## config.mk

```make
export PLATFORM = sky130hd
export DESIGN_NAME = instruction_sequencer
export DESIGN_NICKNAME = d
export VERILOG_FILES = /design/src/rtl/instruction_sequencer.sv
export SDC_FILE = /design/constraint.sdc
export NUM_CORES = 1
export LEC_CHECK = 0
export CORE_ASPECT_RATIO = 0.9
export CORE_MARGIN = 2
export CORE_UTILIZATION = 45
export CTS_CLUSTER_SIZE = 20
export DETAILED_ROUTE_END_ITERATION = 8
export GPL_TIMING_DRIVEN = 1
export PLACE_DENSITY = 0.81
export REMOVE_ABC_BUFFERS = 1
export SLEW_MARGIN = 20
export SYNTH_ARGS = -nofsm -noshare
export SYNTH_HDL_FRONTEND = slang
export SYNTH_SLANG_ARGS = --single-unit
export TNS_END_PERCENT = 20
```

## constraint.sdc

```tcl
create_clock -name i_clk -period 4.44 [get_ports i_clk]
set_clock_uncertainty 0.15 [all_clocks]
set_input_delay 0.666 -clock i_clk [delete_from_list [all_inputs] [get_ports i_clk]]
set_output_delay 0.666 -clock i_clk [all_outputs]
set_load 0.01 [all_outputs]
```

## src/rtl/instruction_sequencer.sv

```systemverilog
// ---------------------------------------------------------------------------
// instruction_sequencer
//
// Purpose:
//   Control-side partner of the instruction decoder. Holds the instruction
//   register (opcode + operand) and the micro-step counter that index the
//   decoder, and consumes the decoder's II / ADV / HLT strobes. All control
//   word activity is qualified by o_en, which is derived from a small
//   RUN / PAUSE / HALT state machine plus a one-shot single-step grant.
//
// Ports:
//   i_clk          system clock, rising edge
//   i_reset        asynchronous, active-high reset
//   i_run          1 = free-run, 0 = pause (single-step mode)
//   i_step_req     debounced single-step button (level)
//   i_bus          shared data bus
//   i_instrregi    decoder II: load instruction register from the bus
//   i_adv          decoder ADV: end of instruction, step returns to 0
//   i_halt         decoder HLT
//   o_en           control-word qualifier (combinational from state/grant)
//   o_instruction  opcode to the decoder
//   o_operand      operand field of the instruction register
//   o_step         micro-step index to the decoder
//   o_halted       1 while halted
//   o_overrun      sticky: step counter wrapped without an ADV
//   o_retired      (SEQUENCER_RETIRE_COUNT_EN only) saturating count of
//                  retired instructions (enabled cycles with ADV)
//
// Configuration:
//   SEQUENCER_RETIRE_COUNT_EN  adds the o_retired port and its counter.
//                              Undefined by default; all other behaviour
//                              is identical either way.
// ---------------------------------------------------------------------------
module instruction_sequencer #(
    parameter int INSTRUCTION_WIDTH = 4,
    parameter int INSTRUCTION_STEPS = 8,
    parameter int DATA_WIDTH        = 8,
    localparam int STEP_WIDTH    = (INSTRUCTION_STEPS > 1) ? $clog2(INSTRUCTION_STEPS) : 1,
    localparam int OPERAND_WIDTH = DATA_WIDTH - INSTRUCTION_WIDTH
) (
    input  logic                         i_clk,
    input  logic                         i_reset,
    input  logic                         i_run,
    input  logic                         i_step_req,
    input  logic [DATA_WIDTH-1:0]        i_bus,
    input  logic                         i_instrregi,
    input  logic                         i_adv,
    input  logic                         i_halt,
    output logic                         o_en,
    output logic [INSTRUCTION_WIDTH-1:0] o_instruction,
    output logic [OPERAND_WIDTH-1:0]     o_operand,
    output logic [STEP_WIDTH-1:0]        o_step,
    output logic                         o_halted,
    output logic                         o_overrun
`ifdef SEQUENCER_RETIRE_COUNT_EN
    ,
    output logic [15:0]                  o_retired
`endif
);

    localparam logic [STEP_WIDTH-1:0] LAST_STEP = STEP_WIDTH'(INSTRUCTION_STEPS - 1);

    typedef enum logic [1:0] {
        ST_RUN   = 2'd0,
        ST_PAUSE = 2'd1,
        ST_HALT  = 2'd2
    } state_t;

    state_t state;
    logic   step_req_q;
    logic   step_grant;

    // The enable is the only combinational output: it must be usable by the
    // decoder in the same cycle the state / grant registers say so.
    assign o_en = (state == ST_RUN) | step_grant;

    // Run-control state machine. A halt strobe is only honoured when the
    // current cycle is enabled; once halted, only reset leaves HALT.
    // The single-step grant is a registered rising-edge detect on the
    // button, and it is only produced while paused so that presses made in
    // RUN or HALT never leave a stale step queued up.
    always_ff @(posedge i_clk or posedge i_reset) begin
        if (i_reset) begin
            state      <= ST_PAUSE;
            o_halted   <= 1'b0;
            step_req_q <= 1'b0;
            step_grant <= 1'b0;
        end else begin
            step_req_q <= i_step_req;
            step_grant <= (state == ST_PAUSE) & i_step_req & ~step_req_q;
            if (o_en && i_halt) begin
                state    <= ST_HALT;
                o_halted <= 1'b1;
            end else begin
                case (state)
                    ST_PAUSE: if (i_run)  state <= ST_RUN;
                    ST_RUN:   if (!i_run) state <= ST_PAUSE;
                    ST_HALT:  state <= ST_HALT;
                    default:  state <= ST_PAUSE;
                endcase
            end
        end
    end

    // Micro-step counter and instruction register. Nothing moves unless the
    // cycle is enabled. Halt freezes the step; ADV restarts it; running off
    // the end without ADV also restarts it but flags a sticky overrun.
    // The instruction load is independent of the step update so II and ADV
    // in the same cycle both take effect.
    always_ff @(posedge i_clk or posedge i_reset) begin
        if (i_reset) begin
            o_step        <= '0;
            o_instruction <= '0;
            o_operand     <= '0;
            o_overrun     <= 1'b0;
        end else if (o_en) begin
            if (i_halt) begin
                o_step <= o_step;
            end else if (i_adv) begin
                o_step <= '0;
            end else if (o_step == LAST_STEP) begin
                o_step    <= '0;
                o_overrun <= 1'b1;
            end else begin
                o_step <= o_step + 1'b1;
            end
            if (i_instrregi) begin
                o_instruction <= i_bus[DATA_WIDTH-1 -: INSTRUCTION_WIDTH];
                o_operand     <= i_bus[OPERAND_WIDTH-1:0];
            end
        end
    end

`ifdef SEQUENCER_RETIRE_COUNT_EN
    // Retired-instruction counter: an enabled ADV that is not overridden by
    // a halt in the same cycle. Saturates rather than wrapping so a long run
    // never reads back as a small number.
    always_ff @(posedge i_clk or posedge i_reset) begin
        if (i_reset) begin
            o_retired <= 16'h0000;
        end else if (o_en && i_adv && !i_halt && (o_retired != 16'hFFFF)) begin
            o_retired <= o_retired + 16'h0001;
        end
    end
`endif

endmodule

```

==> results_dict.tcl <==
set metrics [dict create \
    overflow 0 \
    hp-class "reg2reg" \
    clkLatencyLatePin_ns 0.29 \
    synth_cell_types 18 \
    total_power_mw 0.6859 \
    grt_max_degree 18 \
    setup_viol 0 \
    powerDensity_nw_per_um2 622.3 \
    dr.pass1.iters 3 \
    clock_sinks 17 \
    place_hpwl_um 1089 \
    worst_pin_slew_ns 0.6459 \
    cts_resized 0 \
    yosysTopAreaCell "dfrtp_1" \
    ys_seq_elements 17 \
    n_antenna_cell 0 \
    drtIter0Drc 5 \
    post_drt_wl_per_cell_um 12.95 \
    die_area_sq_um 2075 \
    avgViaCountPerCell 4.721 \
    yosysTopAreaCellShare 0.5153 \
    place_congestion 0.7168 \
    die_y_um 43.42 \
    grt_pass1_vias 554 \
    cp_max_fo 4 \
    portBuffers 28 \
    maxCapViolations 0 \
    finish.instance_area_sq_um 1102 \
    grtUsageTotal 0.1611 \
    cts_buffer_depth 2 \
    syn_area_sq_um 777.0 \
    fmax_mhz 354.5 \
    crit_type "reg2out" \
    cp_top_family "buffers and inverters" \
    ys.flop_type "dfrtp_1" \
    drc 0 \
    slowest_stage "dfstp_2" \
    status "completed" \
    synth-async-reset-ratio 1.000 \
    min_period_ns 2.821 \
    ant_nets 0 \
    rsz0062_at_grt "false" \
    cts_tree "built" \
    max_slew_margin 0.5690 \
    num_io_pins 29 \
    routed_wl_um 1437 \
    antenna_found_initial 0 \
    area.growth.synth_to_final_pct 41.87 \
    crit_required_ns 3.62 \
    slew_violations 0 \
    ys_seq_area_frac 0.5491 \
    synth_area_leaders "dfrtp_1, mux2_4, ha_1, dfstp_2, nand2_8" \
    clk_pin_slew_ns 0.10 \
    syn_area_per_cell_sq_um 13.87 \
    holdBufCountCts 0 \
    start_util 0.4719 \
    setup_tns_ns 0 \
    ir_worst_vdd_mv 0.3954 \
    timing.final.ws_setup_ns 1.619 \
    critical-path-max-stage-delay_ns 0.55 \
    drive_gt1_frac 0.1609 \
    cp-start-kind "flip-flop" \
    cp_num_buf_inv 2 \
    synth_edf_count 0 \
    dp_slack_ns 1.943 \
    core_area_sq_um 1647 \
    place_area_sq_um 1076 \
    die_w_um 47.80 \
    num_vias 524 \
    htree_num_levels 1 \
    synth_cells 56 \
    final-hold-violation-count 0 \
    leakagePower_nw 0.5166 \
    grt_pass1_wl_um 2346 \
    end_kind "primary output" \
    cp_data_arrival_time_ns 2.01 \
    utilization 0.6695 \
    root_buffer "clkbuf_4" \
    worstPathCellList "inv_1, ha_1, or2_1, clkdlybuf4s50_1" \
    cts_buffers 3 \
    yosys_warnings 0 \
    fin_crit_sh 0.6354 \
    finalNetCount 108 \
    post_cts_buffers 0 \
    num_rows 14 \
    layout_common_cells "clkdlybuf4s50_1, dfrtp_1, mux2_4" \
    final_common_cell "clkdlybuf4s50_1" \
]
metal layers:
layer	vias to the layer above	routed length, um	share of wire	GRT usage
met5	-	0	0	0
met4	0	19	0.013	0.06486
met3	2	74	0.051	0.04583
met2	15	700	0.49	0.2560
met1	255	642	0.45	0.2033
li1	252	-	-	-
cells in the mapped netlist, types with 2 or more instances:
library cell and number:
mux2_4 8, ha_1 5, nand2_1 5, inv_1 3, dfrtp_1 16, nand2b_1 3
o21ai_0 2, nor2_1 4
flip-flops by register name (all words and copies together), names as in the netlist:
name and cells:
step_req_q 1, o_step 3, o_instruction 4, step_grant 1
o_overrun 1, o_operand 4, state 2, o_halted 1
cell type report:
class	instances	area [sq um]
fill	138	544.3
sequential	17	426.7
multi-input combinational	35	327.8
timing repair buffer	28	280.3
tap	24	30.03
clock buffer	4	26.28
inverter	3	11.26
metrics by stage:
| stage | hold slack, ns | std cells |
|---|---|---|
| after global routing | 0.2663 | 111 |
| after global placement | 0.2293 | 107 |
| after detailed placement | 0.2462 | 107 |
| after CTS | 0.2509 | 111 |
| after floorplan | 0.2266 | 55 |
| final | 0.2474 | 111 |
report_power, final:
part           switching, mW  total, mW  internal (mW)  leakage, nW
Combinational          0.142      0.350          0.209        0.297
Sequential            0.0359      0.254          0.218        0.205
Clock                 0.0471     0.0820         0.0349       0.0150
Total                  0.225      0.686          0.461        0.517
kinds of logic after synthesis:
group | synth area share
buffers and inverters | 0.02898
adder cells (fa/ha/maj) | 0.08052
AO/OA/AOI/OAI | 0.07247
flip-flops | 0.5491
multiplexers | 0.1675
AND/OR/NAND/NOR | 0.1015
path summary, 6_finish.rpt:
path | startpoint | endpoint | slack (ns) | cells past startpoint
worst max-delay path | state[0] | o_en | 1.62 | 4
worst min-delay path | step_req_q | step_grant | 0.25 | 1
worst max register to register | state[0] | o_instruction[1] | 2.51 | 5
worst min register to register | step_req_q | step_grant | 0.25 | 1
max in group asynchronous | i_reset | o_step[1] | 3.12 | 2
min in group asynchronous | i_reset | o_operand[3] | 0.60 | 2
No activity file was read; power rests on OpenSTA's default activity.
